File: src/rtl/dma_axil_arb.sv
// Two-requester arbiter funnelling register reads/writes onto one AXI-Lite master port.
// Round-robin between requesters, one transaction in flight at a time.
module dma_axil_arb #(
   parameter logic [15:0] BASE_HI = 16'h0000
) (
   input  logic        usr_clk,
   input  logic        usr_rst_n,

   input  logic        req0_valid,
   input  logic        req0_wr,
   input  logic [15:0] req0_addr,
   input  logic [31:0] req0_wdata,
   output logic        req0_ready,
   output logic        req0_done,
   output logic [31:0] req0_rdata,
   output logic        req0_err,

   input  logic        req1_valid,
   input  logic        req1_wr,
   input  logic [15:0] req1_addr,
   input  logic [31:0] req1_wdata,
   output logic        req1_ready,
   output logic        req1_done,
   output logic [31:0] req1_rdata,
   output logic        req1_err,

   output logic [31:0] s_axil_awaddr_o,
   output logic [2:0]  s_axil_awprot_o,
   output logic        s_axil_awvalid_o,
   input  logic        s_axil_awready_i,
   output logic [31:0] s_axil_wdata_o,
   output logic [3:0]  s_axil_wstrb_o,
   output logic        s_axil_wvalid_o,
   input  logic        s_axil_wready_i,
   input  logic        s_axil_bvalid_i,
   input  logic [1:0]  s_axil_bresp_i,
   output logic        s_axil_bready_o,
   output logic [31:0] s_axil_araddr_o,
   output logic [2:0]  s_axil_arprot_o,
   output logic        s_axil_arvalid_o,
   input  logic        s_axil_arready_i,
   input  logic [31:0] s_axil_rdata_i,
   input  logic [1:0]  s_axil_rresp_i,
   input  logic        s_axil_rvalid_i,
   output logic        s_axil_rready_o
);

   // state   | meaning
   // S_IDLE  | no transaction, arbitrate and grant
   // S_RADDR | AR presented, waiting for arready
   // S_RDATA | waiting for R beat
   // S_WADDR | AW and W presented, each retires on its own handshake
   // S_WRESP | waiting for B beat
   typedef enum logic [2:0] {
      S_IDLE,
      S_RADDR,
      S_RDATA,
      S_WADDR,
      S_WRESP
   } state_t;

   state_t      state_q, state_d;
   logic        last_q, last_d;
   logic        sel_q, sel_d;
   logic [15:0] addr_q, addr_d;
   logic [31:0] wdata_q, wdata_d;
   logic        aw_done_q, aw_done_d;
   logic        w_done_q, w_done_d;
   logic        done0_q, done0_d;
   logic        done1_q, done1_d;
   logic [31:0] rdata0_q, rdata0_d;
   logic [31:0] rdata1_q, rdata1_d;
   logic        err0_q, err0_d;
   logic        err1_q, err1_d;

   logic        gnt;
   logic        gnt_id;
   logic        aw_fin;
   logic        w_fin;

   always_comb begin
      state_d          = state_q;
      last_d           = last_q;
      sel_d            = sel_q;
      addr_d           = addr_q;
      wdata_d          = wdata_q;
      aw_done_d        = aw_done_q;
      w_done_d         = w_done_q;
      done0_d          = 1'b0;
      done1_d          = 1'b0;
      rdata0_d         = rdata0_q;
      rdata1_d         = rdata1_q;
      err0_d           = err0_q;
      err1_d           = err1_q;
      req0_ready       = 1'b0;
      req1_ready       = 1'b0;
      s_axil_arvalid_o = 1'b0;
      s_axil_awvalid_o = 1'b0;
      s_axil_wvalid_o  = 1'b0;
      s_axil_rready_o  = 1'b0;
      s_axil_bready_o  = 1'b0;
      gnt              = 1'b0;
      gnt_id           = 1'b0;
      aw_fin           = 1'b0;
      w_fin            = 1'b0;

      case (state_q)
         S_IDLE: begin
            if (req0_valid && req1_valid) begin
               gnt    = 1'b1;
               gnt_id = ~last_q;
            end else if (req0_valid || req1_valid) begin
               gnt    = 1'b1;
               gnt_id = req1_valid;
            end
            if (gnt) begin
               last_d = gnt_id;
               sel_d  = gnt_id;
               if (gnt_id) begin
                  req1_ready = 1'b1;
                  addr_d     = req1_addr;
                  wdata_d    = req1_wdata;
                  state_d    = req1_wr ? S_WADDR : S_RADDR;
               end else begin
                  req0_ready = 1'b1;
                  addr_d     = req0_addr;
                  wdata_d    = req0_wdata;
                  state_d    = req0_wr ? S_WADDR : S_RADDR;
               end
            end
         end
         S_RADDR: begin
            s_axil_arvalid_o = 1'b1;
            if (s_axil_arready_i) state_d = S_RDATA;
         end
         S_RDATA: begin
            s_axil_rready_o = 1'b1;
            if (s_axil_rvalid_i) begin
               state_d = S_IDLE;
               if (sel_q) begin
                  rdata1_d = s_axil_rdata_i;
                  err1_d   = (s_axil_rresp_i != 2'b00);
                  done1_d  = 1'b1;
               end else begin
                  rdata0_d = s_axil_rdata_i;
                  err0_d   = (s_axil_rresp_i != 2'b00);
                  done0_d  = 1'b1;
               end
            end
         end
         S_WADDR: begin
            s_axil_awvalid_o = ~aw_done_q;
            s_axil_wvalid_o  = ~w_done_q;
            aw_fin = aw_done_q | s_axil_awready_i;
            w_fin  = w_done_q | s_axil_wready_i;
            if (aw_fin && w_fin) begin
               state_d   = S_WRESP;
               aw_done_d = 1'b0;
               w_done_d  = 1'b0;
            end else begin
               aw_done_d = aw_fin;
               w_done_d  = w_fin;
            end
         end
         S_WRESP: begin
            s_axil_bready_o = 1'b1;
            if (s_axil_bvalid_i) begin
               state_d = S_IDLE;
               if (sel_q) begin
                  err1_d  = (s_axil_bresp_i != 2'b00);
                  done1_d = 1'b1;
               end else begin
                  err0_d  = (s_axil_bresp_i != 2'b00);
                  done0_d = 1'b1;
               end
            end
         end
         default: state_d = S_IDLE;
      endcase
   end

   always_ff @(posedge usr_clk or negedge usr_rst_n) begin
      if (!usr_rst_n) begin
         state_q   <= S_IDLE;
         last_q    <= 1'b1;
         sel_q     <= 1'b0;
         addr_q    <= 16'h0000;
         wdata_q   <= 32'h0000_0000;
         aw_done_q <= 1'b0;
         w_done_q  <= 1'b0;
         done0_q   <= 1'b0;
         done1_q   <= 1'b0;
         rdata0_q  <= 32'h0000_0000;
         rdata1_q  <= 32'h0000_0000;
         err0_q    <= 1'b0;
         err1_q    <= 1'b0;
      end else begin
         state_q   <= state_d;
         last_q    <= last_d;
         sel_q     <= sel_d;
         addr_q    <= addr_d;
         wdata_q   <= wdata_d;
         aw_done_q <= aw_done_d;
         w_done_q  <= w_done_d;
         done0_q   <= done0_d;
         done1_q   <= done1_d;
         rdata0_q  <= rdata0_d;
         rdata1_q  <= rdata1_d;
         err0_q    <= err0_d;
         err1_q    <= err1_d;
      end
   end

   assign req0_done       = done0_q;
   assign req1_done       = done1_q;
   assign req0_rdata      = rdata0_q;
   assign req1_rdata      = rdata1_q;
   assign req0_err        = err0_q;
   assign req1_err        = err1_q;

   assign s_axil_araddr_o = {BASE_HI, addr_q};
   assign s_axil_awaddr_o = {BASE_HI, addr_q};
   assign s_axil_arprot_o = 3'b000;
   assign s_axil_awprot_o = 3'b000;
   assign s_axil_wdata_o  = wdata_q;
   assign s_axil_wstrb_o  = 4'hF;

endmodule
File: config.mk
export PLATFORM = sky130hd
export DESIGN_NAME = dma_axil_arb
export DESIGN_NICKNAME = d
export VERILOG_FILES = /design/src/rtl/dma_axil_arb.sv
export SDC_FILE = /design/constraint.sdc
export NUM_CORES = 1
export LEC_CHECK = 0
export CAP_MARGIN = 15
export CORE_AREA = 2 2 128 130
export CTS_CLUSTER_SIZE = 30
export DETAILED_ROUTE_END_ITERATION = 8
export DIE_AREA = 0 0 130 132
export PLACE_DENSITY = 0.81
export SKIP_CTS_REPAIR_TIMING = 1
export SYNTH_ARGS = -nofsm -noshare
export SYNTH_HDL_FRONTEND = slang
export SYNTH_SLANG_ARGS = --single-unit
File: constraint.sdc
create_clock -name usr_clk -period 1.91 [get_ports usr_clk]
set_input_delay 0.2865 -clock usr_clk [delete_from_list [all_inputs] [get_ports usr_clk]]
set_output_delay 0.2865 -clock usr_clk [all_outputs]
set_load 0.005 [all_outputs]
==> results.ini <==
[worst_setup_path]
cp_cell_sequence=buf_6 > nor3_4 > nor3b_4 > buf_2
cp_slowest_cell=dfrtp_2
cp_top_family=simple AND/OR/NAND/NOR gates
crit_fanout=4
reg2reg_to=req0_rdata[7]$_DFFE_PN0P_
slowest_delay_ns=0.43
r2r_setup_slack_ns=0.09
critPathLaunchType=flop
crit_arrival_ns=1.58
worstSetupPathType=flop to output port
critPathRequiredTime_ns=1.62
reg2regPathDepth=6
rr_startpoint=state_q[0]$_DFFE_PN0P_
end_kind=output port
path_buf_inv=2

[clocking]
cts.sinks=123
cts_made_buffers=17
clk_pin_slew_ns=0.06
clock_tree.buffer_depth=2
clock_insertion_delay_worst_skew_ns=0.40
cts_root_buf=clkbuf_16
h-tree-depth=4
cts_tree=built

[global_route]
grt_pass1_vias=4461
use_met1=0.195
antenna_found_initial=0
grt-busiest-layer=met2
use_met2=0.313
use_met3=0.0747
grt_pass1_wl_um=23700
grt.overflow.total=0
gr-usage-all-layers=0.179
grt_max_degree=68

[power]
ir_drop_v=0.00109
power_mw=14.8
powerDensity_mw_per_mm2=1630
p_leak_nw=4.08

[logic_synthesis]
synth-xor-area-share=0
synth_area_mm2=0.00551
yosysMostFrequentCell=dfrtp_1
yosysWarningCount=0
synth_top_family_by_area=multiplexers
synth-edff-count=0
yosys.area.top_type=dfrtp_1
ys_seq_area_frac=0.559
synthAdderAreaFrac=0
synth_compound_area_frac=0.0792
avgSynthCellArea_um2=11.8
synth-seq-cells=123
synth_ff_type=dfrtp_1
synth_mux_area_frac=0.148
syn_inst=468
synthArstFlopShare=1.00
synth_cell_types=34
yosys.area_share.simple=0.0996
synthTopCellsByArea=dfrtp_1 (55%), mux2_2 (13%), buf_4 (8.3%)
yosysTopAreaCellShare=0.554
synth_common_cells=dfrtp_1 (122), nand2_1 (91), mux2_2 (62), buf_4 (61), a22oi_1 (42)

[flow_run]
maxCapViolCount=0

[timing]
finalWorstSetupSlack_ns=0.0473
setup_viol=0
rsz0062_at_grt=yes
period_needed_ns=1.86
fmax_ghz=0.537
whs_ns=0.406
min_period_over_period=0.975
skew_ns=0.00872
slew_viol_final=0
finalHoldViolCount=0

[finish]
final_layout_size_suffix_gt1_frac=0.180
num-nets-final=893
antenna_cells=0
stdcell_area_mm2=0.00908
syn_to_final_growth_pct=64.6

[placement]
routabilityCongestion=0.766
place_ws_ns=-0.116
dpl.hpwl_um=11700
port_buffers=281
dpl_cell_area_mm2=0.00836

[worst_hold_path]
hold_class=primary input to flop
hold_start=req0_addr[10]
worstHoldPathCells=3
min_to=addr_q[10]$_DFFE_PN0P_

[floorplanning]
core_area_mm2=0.0157
die_x_um=130
top_level_ports=324
die-area_mm2=0.0172
rows=46
die-height_um=132
initial_core_util=0.351

[detailed_routing]
wl_per_cell_um=16.0
first_pass_iters=5
antenna_left=0
via_per_inst=4.54
postRouteWirelength_um=15600
drtIter0Drc=145
vias=4441
drcViolationCount=0

[outcome]
status=finished clean

[worst max path at each step]
stage | cells after the start | start | endpoint | slack, ns
after floorplan | 4 | last_q$_DFFE_PN1P_ | req0_ready | 0.25
after global routing | 4 | state_q[0]$_DFFE_PN0P_ | req0_ready | -0.06
final | 4 | state_q[0]$_DFFE_PN0P_ | req0_ready | 0.05
after detailed placement | 5 | req0_valid | req0_ready | -0.12
after global placement | 5 | req1_valid | req0_ready | -0.10
after CTS | 3 | state_q[0]$_DFFE_PN0P_ | req0_ready | -0.39
[power by group]
group          switching (mW)  internal, mW  total [mW]
combinational            2.41          4.17        6.57
clock                    1.25          2.22        3.47
sequential              0.776          3.94        4.71
[logic make-up after synthesis]
group | after synthesis
AO/OA/AOI/OAI | 62
buffers and inverters | 86
flip-flops | 123
multiplexers | 73
other | 2
AND/OR/NAND/NOR | 122
[state kept, by name, indices dropped and copies added (netlist names)]
register / cells
req1_err: 1
req1_rdata: 32
req0_rdata: 32
aw_done_q: 1
addr_q: 16
w_done_q: 1
sel_q: 1
req1_done: 1
req0_done: 1
last_q: 1
s_axil_wdata_o: 32
req0_err: 1
state_q: 3
[final cells by class]
cell class | count | area [µm²]
Fill cell | 1316 | 6640
Timing Repair Buffer | 307 | 3090
Sequential cell | 123 | 3080
Multi-Input combinational cell | 299 | 1990
Clock buffer | 17 | 425
Tap cell | 216 | 270
Clock inverter | 15 | 214
Inverter | 2 | 7.51
[routing by layer]
layer | vias up | part of all wire
met1 | 2121 | 0.38
met3 | 16 | 0.096
met4 | 0 | 0.015
met2 | 226 | 0.51
met5 | - | 0
li1 | 2078 | -
[placed cells by master, fill, tap and decap left out, drive strengths merged]
| cell | n |
|---|---|
| buf | 27 |
| nor3 | 4 |
| or3b | 1 |
| nand2 | 91 |
| dlymetal6s2s | 6 |
| o22ai | 2 |
| and3b | 2 |
| nor2b | 2 |
| mux2i | 6 |
| clkinvlp | 1 |
| mux2 | 67 |
| or4b | 1 |
| or3 | 1 |
| bufinv | 4 |
| clkinv | 5 |
| nand3b | 3 |
| a22oi | 43 |
| clkbuf | 17 |
| nor2 | 12 |
| inv | 7 |
| dlygate4sd3 | 1 |
| nand3 | 1 |
| nor3b | 2 |
| a21o | 2 |
| a22o | 1 |
| conb | 42 |
| clkdlybuf4s50 | 273 |
| dfrtp | 122 |
| a21oi | 3 |
| a21boi | 1 |
| dfstp | 1 |
| and2 | 2 |
| o21ai | 10 |
[per-stage QoR]
stage	std cells	utilization	TNS, ns
finish	979	0.578	0
global route	979	0.578	-0.0731
CTS	974	0.573	-2.22
detailed placement	942	0.532	-0.284
global placement	942	0.532	-0.200
floorplan	508	-	0
[tightest hold or removal path: stages]
cell and delay (ns):
clkdlybuf4s50_1 0.39, nand2_1 0.06, nand2_1 0.04
Note: power is estimated with default switching activity, not from simulation.
